### src/rtl/capture_pkg.sv
// capture_pkg: shared types and helpers for the capture controller.
//   state_t           - controller FSM states
//   calc_play_period  - clock cycles per playback word from word length,
//                       system clock and PDM sample frequencies
package capture_pkg;

  localparam longint CLK_HZ    = 100_000_000;
  localparam longint SAMPLE_HZ = 1_000_000;

  typedef enum logic [2:0] {
    IDLE,
    RECORD,
    PLAY_REQ,
    PLAY_OUT,
    PLAY_WAIT
  } state_t;

  // One word takes word_len PDM samples; each sample lasts clk/sample cycles.
  function automatic int calc_play_period(input int word_len, input longint clk_hz,
                                          input longint sample_hz);
    return int'(longint'(word_len) * clk_hz / sample_hz);
  endfunction

endpackage

### src/rtl/capture_controller_period_counter.sv
// period_counter: loadable down-counter used to pace playback words.
//   clock_i, reset_i  - system clock, synchronous active-high reset
//   load_i            - load load_value_i (wins over enable_i)
//   load_value_i      - value to load
//   enable_i          - count down by one per cycle, saturating at 0
//   expired_o         - count is zero
module period_counter #(
  parameter int W = 11
) (
  input  logic         clock_i,
  input  logic         reset_i,
  input  logic         load_i,
  input  logic [W-1:0] load_value_i,
  input  logic         enable_i,
  output logic         expired_o
);

  logic [W-1:0] count;

  always_ff @(posedge clock_i) begin
    if (reset_i)                         count <= '0;
    else if (load_i)                     count <= load_value_i;
    else if (enable_i && count != '0)    count <= count - 1'b1;
  end

  assign expired_o = (count == '0);

endmodule

### src/rtl/capture_controller.sv
// capture_controller: record/playback sequencer between the PDM deserializer
// and a single-port synchronous audio buffer RAM.
//   clock_i, reset_i        - system clock, synchronous active-high reset
//   record_i, play_i        - debounced buttons (hold to record, rise to play)
//   deser_enable_o          - deserializer enable (high only while recording)
//   deser_done_i/data_i     - completed deserializer word strobe and data
//   mem_we_o/addr_o/wdata_o - RAM write strobe, address, write data
//   mem_rdata_i             - RAM read data, one cycle after address
//   audio_data_o/valid_o    - playback word and its update strobe
//   word_count_o            - words in the last recording
//   busy_o                  - controller not idle
module capture_controller
  import capture_pkg::*;
#(
  parameter int WORD_LENGTH = 16,
  parameter int ADDR_WIDTH  = 17,
  parameter int PLAY_PERIOD = calc_play_period(16, CLK_HZ, SAMPLE_HZ)
) (
  input  logic                   clock_i,
  input  logic                   reset_i,
  input  logic                   record_i,
  input  logic                   play_i,
  output logic                   deser_enable_o,
  input  logic                   deser_done_i,
  input  logic [WORD_LENGTH-1:0] deser_data_i,
  output logic                   mem_we_o,
  output logic [ADDR_WIDTH-1:0]  mem_addr_o,
  output logic [WORD_LENGTH-1:0] mem_wdata_o,
  input  logic [WORD_LENGTH-1:0] mem_rdata_i,
  output logic [WORD_LENGTH-1:0] audio_data_o,
  output logic                   audio_valid_o,
  output logic [ADDR_WIDTH:0]    word_count_o,
  output logic                   busy_o
);

  localparam int CW = (PLAY_PERIOD > 2) ? $clog2(PLAY_PERIOD) : 1;
  // PLAY_OUT + PLAY_REQ take two of the period's cycles; the counter covers
  // the rest, expiring on its last PLAY_WAIT cycle.
  localparam logic [CW-1:0] WAIT_LOAD = CW'(PLAY_PERIOD - 3);
  localparam logic [ADDR_WIDTH:0] LAST_WORD = {1'b0, {ADDR_WIDTH{1'b1}}};

  state_t                state;
  logic [ADDR_WIDTH-1:0] wr_ptr;
  logic [ADDR_WIDTH:0]   rd_ptr;
  logic                  rearm;
  logic                  play_d;
  logic                  play_rise;
  logic                  cnt_expired;

  assign play_rise      = play_i && !play_d;
  assign deser_enable_o = (state == RECORD);
  assign busy_o         = (state != IDLE);

  period_counter #(.W(CW)) u_period (
    .clock_i      (clock_i),
    .reset_i      (reset_i),
    .load_i       (state == PLAY_OUT),
    .load_value_i (WAIT_LOAD),
    .enable_i     (state == PLAY_WAIT),
    .expired_o    (cnt_expired)
  );

  always_ff @(posedge clock_i) begin
    if (reset_i) begin
      state         <= IDLE;
      wr_ptr        <= '0;
      rd_ptr        <= '0;
      rearm         <= 1'b0;
      play_d        <= 1'b0;
      mem_we_o      <= 1'b0;
      mem_addr_o    <= '0;
      mem_wdata_o   <= '0;
      audio_data_o  <= '0;
      audio_valid_o <= 1'b0;
      word_count_o  <= '0;
    end else begin
      play_d        <= play_i;
      mem_we_o      <= 1'b0;
      mem_addr_o    <= '0;
      mem_wdata_o   <= '0;
      audio_valid_o <= 1'b0;
      case (state)
        IDLE: begin
          if (!record_i) rearm <= 1'b0;
          if (record_i && !rearm) begin
            state        <= RECORD;
            wr_ptr       <= '0;
            word_count_o <= '0;
          end else if (play_rise && word_count_o != '0) begin
            state      <= PLAY_REQ;
            rd_ptr     <= '0;
            mem_addr_o <= '0;
          end
        end
        RECORD: begin
          // The write is issued in the cycle after done, so leaving here on
          // the same edge never drops a registered word.
          if (deser_done_i) begin
            mem_we_o     <= 1'b1;
            mem_addr_o   <= wr_ptr;
            mem_wdata_o  <= deser_data_i;
            wr_ptr       <= wr_ptr + 1'b1;
            word_count_o <= word_count_o + 1'b1;
          end
          if (deser_done_i && word_count_o == LAST_WORD) begin
            state <= IDLE;
            rearm <= 1'b1;   // buffer full: wait for button release
          end else if (!record_i) begin
            state <= IDLE;
          end
        end
        PLAY_REQ: state <= PLAY_OUT;
        PLAY_OUT: begin
          audio_data_o  <= mem_rdata_i;
          audio_valid_o <= 1'b1;
          rd_ptr        <= rd_ptr + 1'b1;
          state         <= (rd_ptr + 1'b1 == word_count_o) ? IDLE : PLAY_WAIT;
        end
        PLAY_WAIT: begin
          if (cnt_expired) begin
            state      <= PLAY_REQ;
            mem_addr_o <= rd_ptr[ADDR_WIDTH-1:0];
          end
        end
        default: state <= IDLE;
      endcase
    end
  end

endmodule

### config.mk
export PLATFORM = sky130hd
export DESIGN_NAME = capture_controller
export DESIGN_NICKNAME = d
export VERILOG_FILES = /design/src/rtl/capture_pkg.sv /design/src/rtl/capture_controller_period_counter.sv /design/src/rtl/capture_controller.sv
export SDC_FILE = /design/constraint.sdc
export NUM_CORES = 1
export LEC_CHECK = 0
export ABC_AREA = 1
export BUFFER_PORTS_ARGS = -buffer_cell sky130_fd_sc_hd__buf_2
export CORE_MARGIN = 5
export CORE_UTILIZATION = 60
export CTS_BUF_LIST = sky130_fd_sc_hd__clkbuf_4
export DETAILED_ROUTE_END_ITERATION = 6
export PLACE_DENSITY_LB_ADDON = 0.05
export SLEW_MARGIN = 0
export SYNTH_ARGS = -nofsm -noshare
export SYNTH_HDL_FRONTEND = slang
export SYNTH_SLANG_ARGS = --single-unit
### constraint.sdc
create_clock -name clock_i -period 5.1 [get_ports clock_i]
set_input_delay 0.255 -clock clock_i [delete_from_list [all_inputs] [get_ports clock_i]]
set_output_delay 0.255 -clock clock_i [all_outputs]
set_load 0.02 [all_outputs]
==> metrics.json <==
{
  "run_status": {"value": "complete, no violations"},
  "r2r-start": {"value": "state[0]$_SDFFE_PP0P_"},
  "timing.final.setup_violations": {"value": 0},
  "areaGrowthSynthToFinish": {"value": 22.3, "unit": "%"},
  "drt-wirelength-per-cell": {"value": 14.6, "unit": "um"},
  "wirelength": {"value": 14900, "unit": "um"},
  "io-pin-count": {"value": 108},
  "cp_max_fo": {"value": 27},
  "drt_iter0_drc": {"value": 477},
  "async_flop_share": {"value": 0, "unit": "%"},
  "drv_slew": {"value": 0},
  "yosys.cell_types.count": {"value": 41},
  "cts.reportedPaths.clkPinSlew": {"value": 0.11, "unit": "ns"},
  "hold_path_class": {"value": "in -> reg"},
  "synth-seq-cells": {"value": 120},
  "global_route_wire_length_before_repair": {"value": 24700, "unit": "um"},
  "clock_skew": {"value": 0.0153, "unit": "ns"},
  "dominantRegCellSynth": {"value": "sky130_fd_sc_hd__dfxtp_1"},
  "syn-mean-instance-area": {"value": 7.34, "unit": "sq um"},
  "post_cts_resized": {"value": 0},
  "worstPathRequired": {"value": 5.56, "unit": "ns"},
  "maxCapViolCount": {"value": 0},
  "finish.instance_area": {"value": 0.00674, "unit": "sq mm"},
  "yosysWarnings": {"value": 0},
  "worst_slew_margin_rel": {"value": 18.6, "unit": "%"},
  "firstDrtPassIters": {"value": 5},
  "first_global_vias": {"value": 5119},
  "placementRows": {"value": 35},
  "placed_area": {"value": 0.00611, "unit": "sq mm"},
  "cts_hold_buf": {"value": 33},
  "globalRouteTotalUtil": {"value": 27.2, "unit": "%"},
  "number_of_antenna_violations_at_the_first_check_in_global_routing": {"value": 0},
  "drtAntennaViolNets": {"value": 0},
  "cts_sinks": {"value": 120},
  "synth-seq-area-share": {"value": 43.6, "unit": "%"},
  "p_leak": {"value": 0.00305, "unit": "uW"},
  "die_y": {"value": 106, "unit": "um"},
  "cts-root-to-sink-buffers": {"value": 2},
  "total_negative_slack_for_setup_checks": {"value": 0, "unit": "ns"},
  "class_of_the_most_critical_setup_path": {"value": "reg -> reg"},
  "cts-htree-levels": {"value": 4},
  "mappedNetlistArea": {"value": 0.00551, "unit": "sq mm"},
  "globalplace.congestion": {"value": 0.885},
  "initial_core_util": {"value": 60.5, "unit": "%"},
  "synth_nets": {"value": 793},
  "die_x": {"value": 106, "unit": "um"},
  "buffer_ports.inserted": {"value": 107},
  "worst_hold_startpoint": {"value": "record_i"},
  "worstSetupStartpointType": {"value": "register"},
  "clk_root_buffer_cell": {"value": "sky130_fd_sc_hd__clkbuf_4"},
  "globalRoute.totalOverflow": {"value": 0},
  "via_count": {"value": 5458},
  "max_freq": {"value": 439, "unit": "MHz"},
  "grt_start_max_net_pins": {"value": 32},
  "syn_inst_count": {"value": 751},
  "drt-vias-per-instance": {"value": 5.35},
  "worstMarginPinSlew": {"value": 1.22, "unit": "ns"},
  "worstPathArrival": {"value": 2.74, "unit": "ns"},
  "finalNetCount": {"value": 938},
  "filler_cell_count": {"value": 741},
  "antennaDiodeCount": {"value": 0},
  "number_of_synthesized_flops_with_an_enable_pin": {"value": 0},
  "setup_repair_after_global_routing_missed_its_margin": {"value": "false"},
  "cts_buffers": {"value": 17},
  "period_needed": {"value": 2.28, "unit": "ns"},
  "insertion_delay": {"value": 0.53, "unit": "ns"},
  "timing.final.crit_share": {"value": 44.7, "unit": "%"},
  "detail_route.drc_violations": {"value": 0},
  "hold_viol": {"value": 0},
  "detailedPlacementHpwl": {"value": 10500, "unit": "um"},
  "drive_gt1_share": {"value": 19.1, "unit": "%"},
  "p_total": {"value": 1920, "unit": "uW"},
  "cp-startpoint": {"value": "state[0]$_SDFFE_PP0P_"},
  "die_area": {"value": 0.0112, "unit": "sq mm"},
  "tritoncts": {"value": "yes"},
  "power.density_cell_area": {"value": 286, "unit": "mW/mm^2"},
  "endpoint_kind": {"value": "register"},
  "ir_drop": {"value": 217, "unit": "uV"},
  "coreArea": {"value": 0.00911, "unit": "sq mm"},
  "cts_post_setup_buffers_inserted": {"value": 0}
}
path summary, 6_finish.rpt:
check | endpoint | slack, ns | depth (start not counted)
worst max-delay path | rd_ptr[13]$_SDFFE_PP0P_ | 2.82 | 6
worst min-delay path | state[0]$_SDFFE_PP0P_ | 0.07 | 3
worst max register to register | rd_ptr[13]$_SDFFE_PP0P_ | 2.82 | 6
worst min register to register | rearm$_SDFFE_PP0P_ | 0.48 | 2
power breakdown:
part / leakage [uW] / switching [uW] / internal, uW
logic: 0.00193 / 151 / 85.6
clock network: 0.000151 / 410 / 301
registers: 0.000969 / 17.4 / 959
final cells by class:
| cell class | count | area [sq um] | area share [%] |
|---|---|---|---|
| tap | 111 | 139 | 2.06 |
| timing repair buffer | 141 | 873 | 13.0 |
| multi-input combinational | 497 | 2580 | 38.3 |
| sequential | 120 | 2400 | 35.6 |
| inverter | 119 | 447 | 6.63 |
| clock inverter | 15 | 166 | 2.47 |
| clock buffer | 17 | 128 | 1.89 |
critical path, stage by stage (launching register included):
cell and delay (ns):
sky130_fd_sc_hd__dfxtp_1 0.36, sky130_fd_sc_hd__inv_2 0.09, sky130_fd_sc_hd__nor3_1 0.45, sky130_fd_sc_hd__inv_2 0.19, sky130_fd_sc_hd__nor2_4 0.56, sky130_fd_sc_hd__inv_1 0.32
sky130_fd_sc_hd__o21ai_0 0.24
registers in the layout, summed over array words and instances, names as in the netlist, 3 cells and up:
name	flops
rd_ptr	18
word_count_o	18
mem_addr_o	17
wr_ptr	17
audio_data_o	16
mem_wdata_o	16
u_period.count	11
state	3
cell usage in the layout, fill, tap and decap left out, types with 3 or more instances in the layout:
| cell | synthesis | layout |
|---|---|---|
| sky130_fd_sc_hd__nand2_1 | 154 | 154 |
| sky130_fd_sc_hd__dfxtp_1 | 120 | 120 |
| sky130_fd_sc_hd__inv_1 | 112 | 112 |
| sky130_fd_sc_hd__buf_2 | 3 | 107 |
| sky130_fd_sc_hd__nand3_1 | 78 | 78 |
| sky130_fd_sc_hd__nor2_1 | 62 | 62 |
| sky130_fd_sc_hd__a21oi_1 | 34 | 34 |
| sky130_fd_sc_hd__dlygate4sd3_1 | 0 | 33 |
| sky130_fd_sc_hd__o21ai_0 | 31 | 31 |
| sky130_fd_sc_hd__nor3_1 | 21 | 21 |
| sky130_fd_sc_hd__clkbuf_4 | 0 | 17 |
| sky130_fd_sc_hd__a22o_1 | 16 | 16 |
| sky130_fd_sc_hd__o22ai_1 | 15 | 15 |
| sky130_fd_sc_hd__o21ai_1 | 9 | 9 |
| sky130_fd_sc_hd__nand4_1 | 9 | 9 |
| sky130_fd_sc_hd__a31oi_1 | 7 | 7 |
| sky130_fd_sc_hd__nor2_2 | 7 | 7 |
| sky130_fd_sc_hd__nand2_2 | 6 | 6 |
| sky130_fd_sc_hd__nor4_1 | 6 | 6 |
| sky130_fd_sc_hd__a211oi_1 | 5 | 5 |
| sky130_fd_sc_hd__xor2_1 | 5 | 5 |
| sky130_fd_sc_hd__inv_2 | 5 | 5 |
| sky130_fd_sc_hd__ha_1 | 5 | 5 |
| sky130_fd_sc_hd__nor2_4 | 4 | 4 |
| sky130_fd_sc_hd__nand2_4 | 4 | 4 |
| sky130_fd_sc_hd__inv_6 | 0 | 4 |
| sky130_fd_sc_hd__nand3_2 | 3 | 3 |
| sky130_fd_sc_hd__clkinv_1 | 2 | 3 |
| sky130_fd_sc_hd__clkinvlp_4 | 0 | 3 |
layer usage:
metal  GRT usage, %  part of all wire (%)  wire length, um  vias up
met4           8.05                   1.5              230        0
met3           5.70                   6.8             1020       22
met2           44.6                    46             6900      212
met5              0                     0                0        -
li1               -                     -                -     2769
met1           36.3                    45             6700     2455
through the flow:
step	util (%)	setup slack (ns)	instances	hold WS [ns]
after global routing	74.0	2.58	1020	0.0519
after detailed placement	67.1	2.80	955	0.465
after global placement	67.1	2.94	955	0.455
final	74.0	2.82	1020	0.0706
after CTS	74.0	2.85	1020	0.0522
after floorplan	-	3.32	751	0.360
cells by family (layout without fill, tap and decap cells):
logic type	after synthesis	in the layout	share of synthesized area [%]
flops	120	120	43.6
buf+inv	134	292	9.49
xor+xnor	8	8	1.77
compound gates	120	120	12.9
simple gates	364	364	31.1
fa+ha+maj	5	5	1.14
synth_stat cells (3+ instances only):
master                       n  area share (%)
sky130_fd_sc_hd__ha_1        5             1.1
sky130_fd_sc_hd__nor2_2      7            0.79
sky130_fd_sc_hd__nand4_1     9             1.0
sky130_fd_sc_hd__nor2_4      4            0.82
sky130_fd_sc_hd__o22ai_1    15             1.7
sky130_fd_sc_hd__buf_2       3            0.27
sky130_fd_sc_hd__inv_1     112             7.6
sky130_fd_sc_hd__dfxtp_1   120              44
sky130_fd_sc_hd__xor2_1      5            0.79
sky130_fd_sc_hd__nor4_1      6            0.68
sky130_fd_sc_hd__a21oi_1    34             3.1
sky130_fd_sc_hd__inv_2       5            0.34
sky130_fd_sc_hd__nand2_4     4            0.82
sky130_fd_sc_hd__nand3_1    78             7.1
sky130_fd_sc_hd__clkbuf_1    9            0.61
sky130_fd_sc_hd__o21ai_0    31             2.8
sky130_fd_sc_hd__nor2_1     62             4.2
sky130_fd_sc_hd__nand2_2     6            0.68
sky130_fd_sc_hd__o21ai_1     9            0.82
sky130_fd_sc_hd__nor3_1     21             1.9
sky130_fd_sc_hd__a31oi_1     7            0.79
sky130_fd_sc_hd__a211oi_1    5            0.68
sky130_fd_sc_hd__a22o_1     16             2.5
sky130_fd_sc_hd__nand2_1   154              10
sky130_fd_sc_hd__nand3_2     3            0.55
No activity file was read; power rests on OpenSTA's default activity.
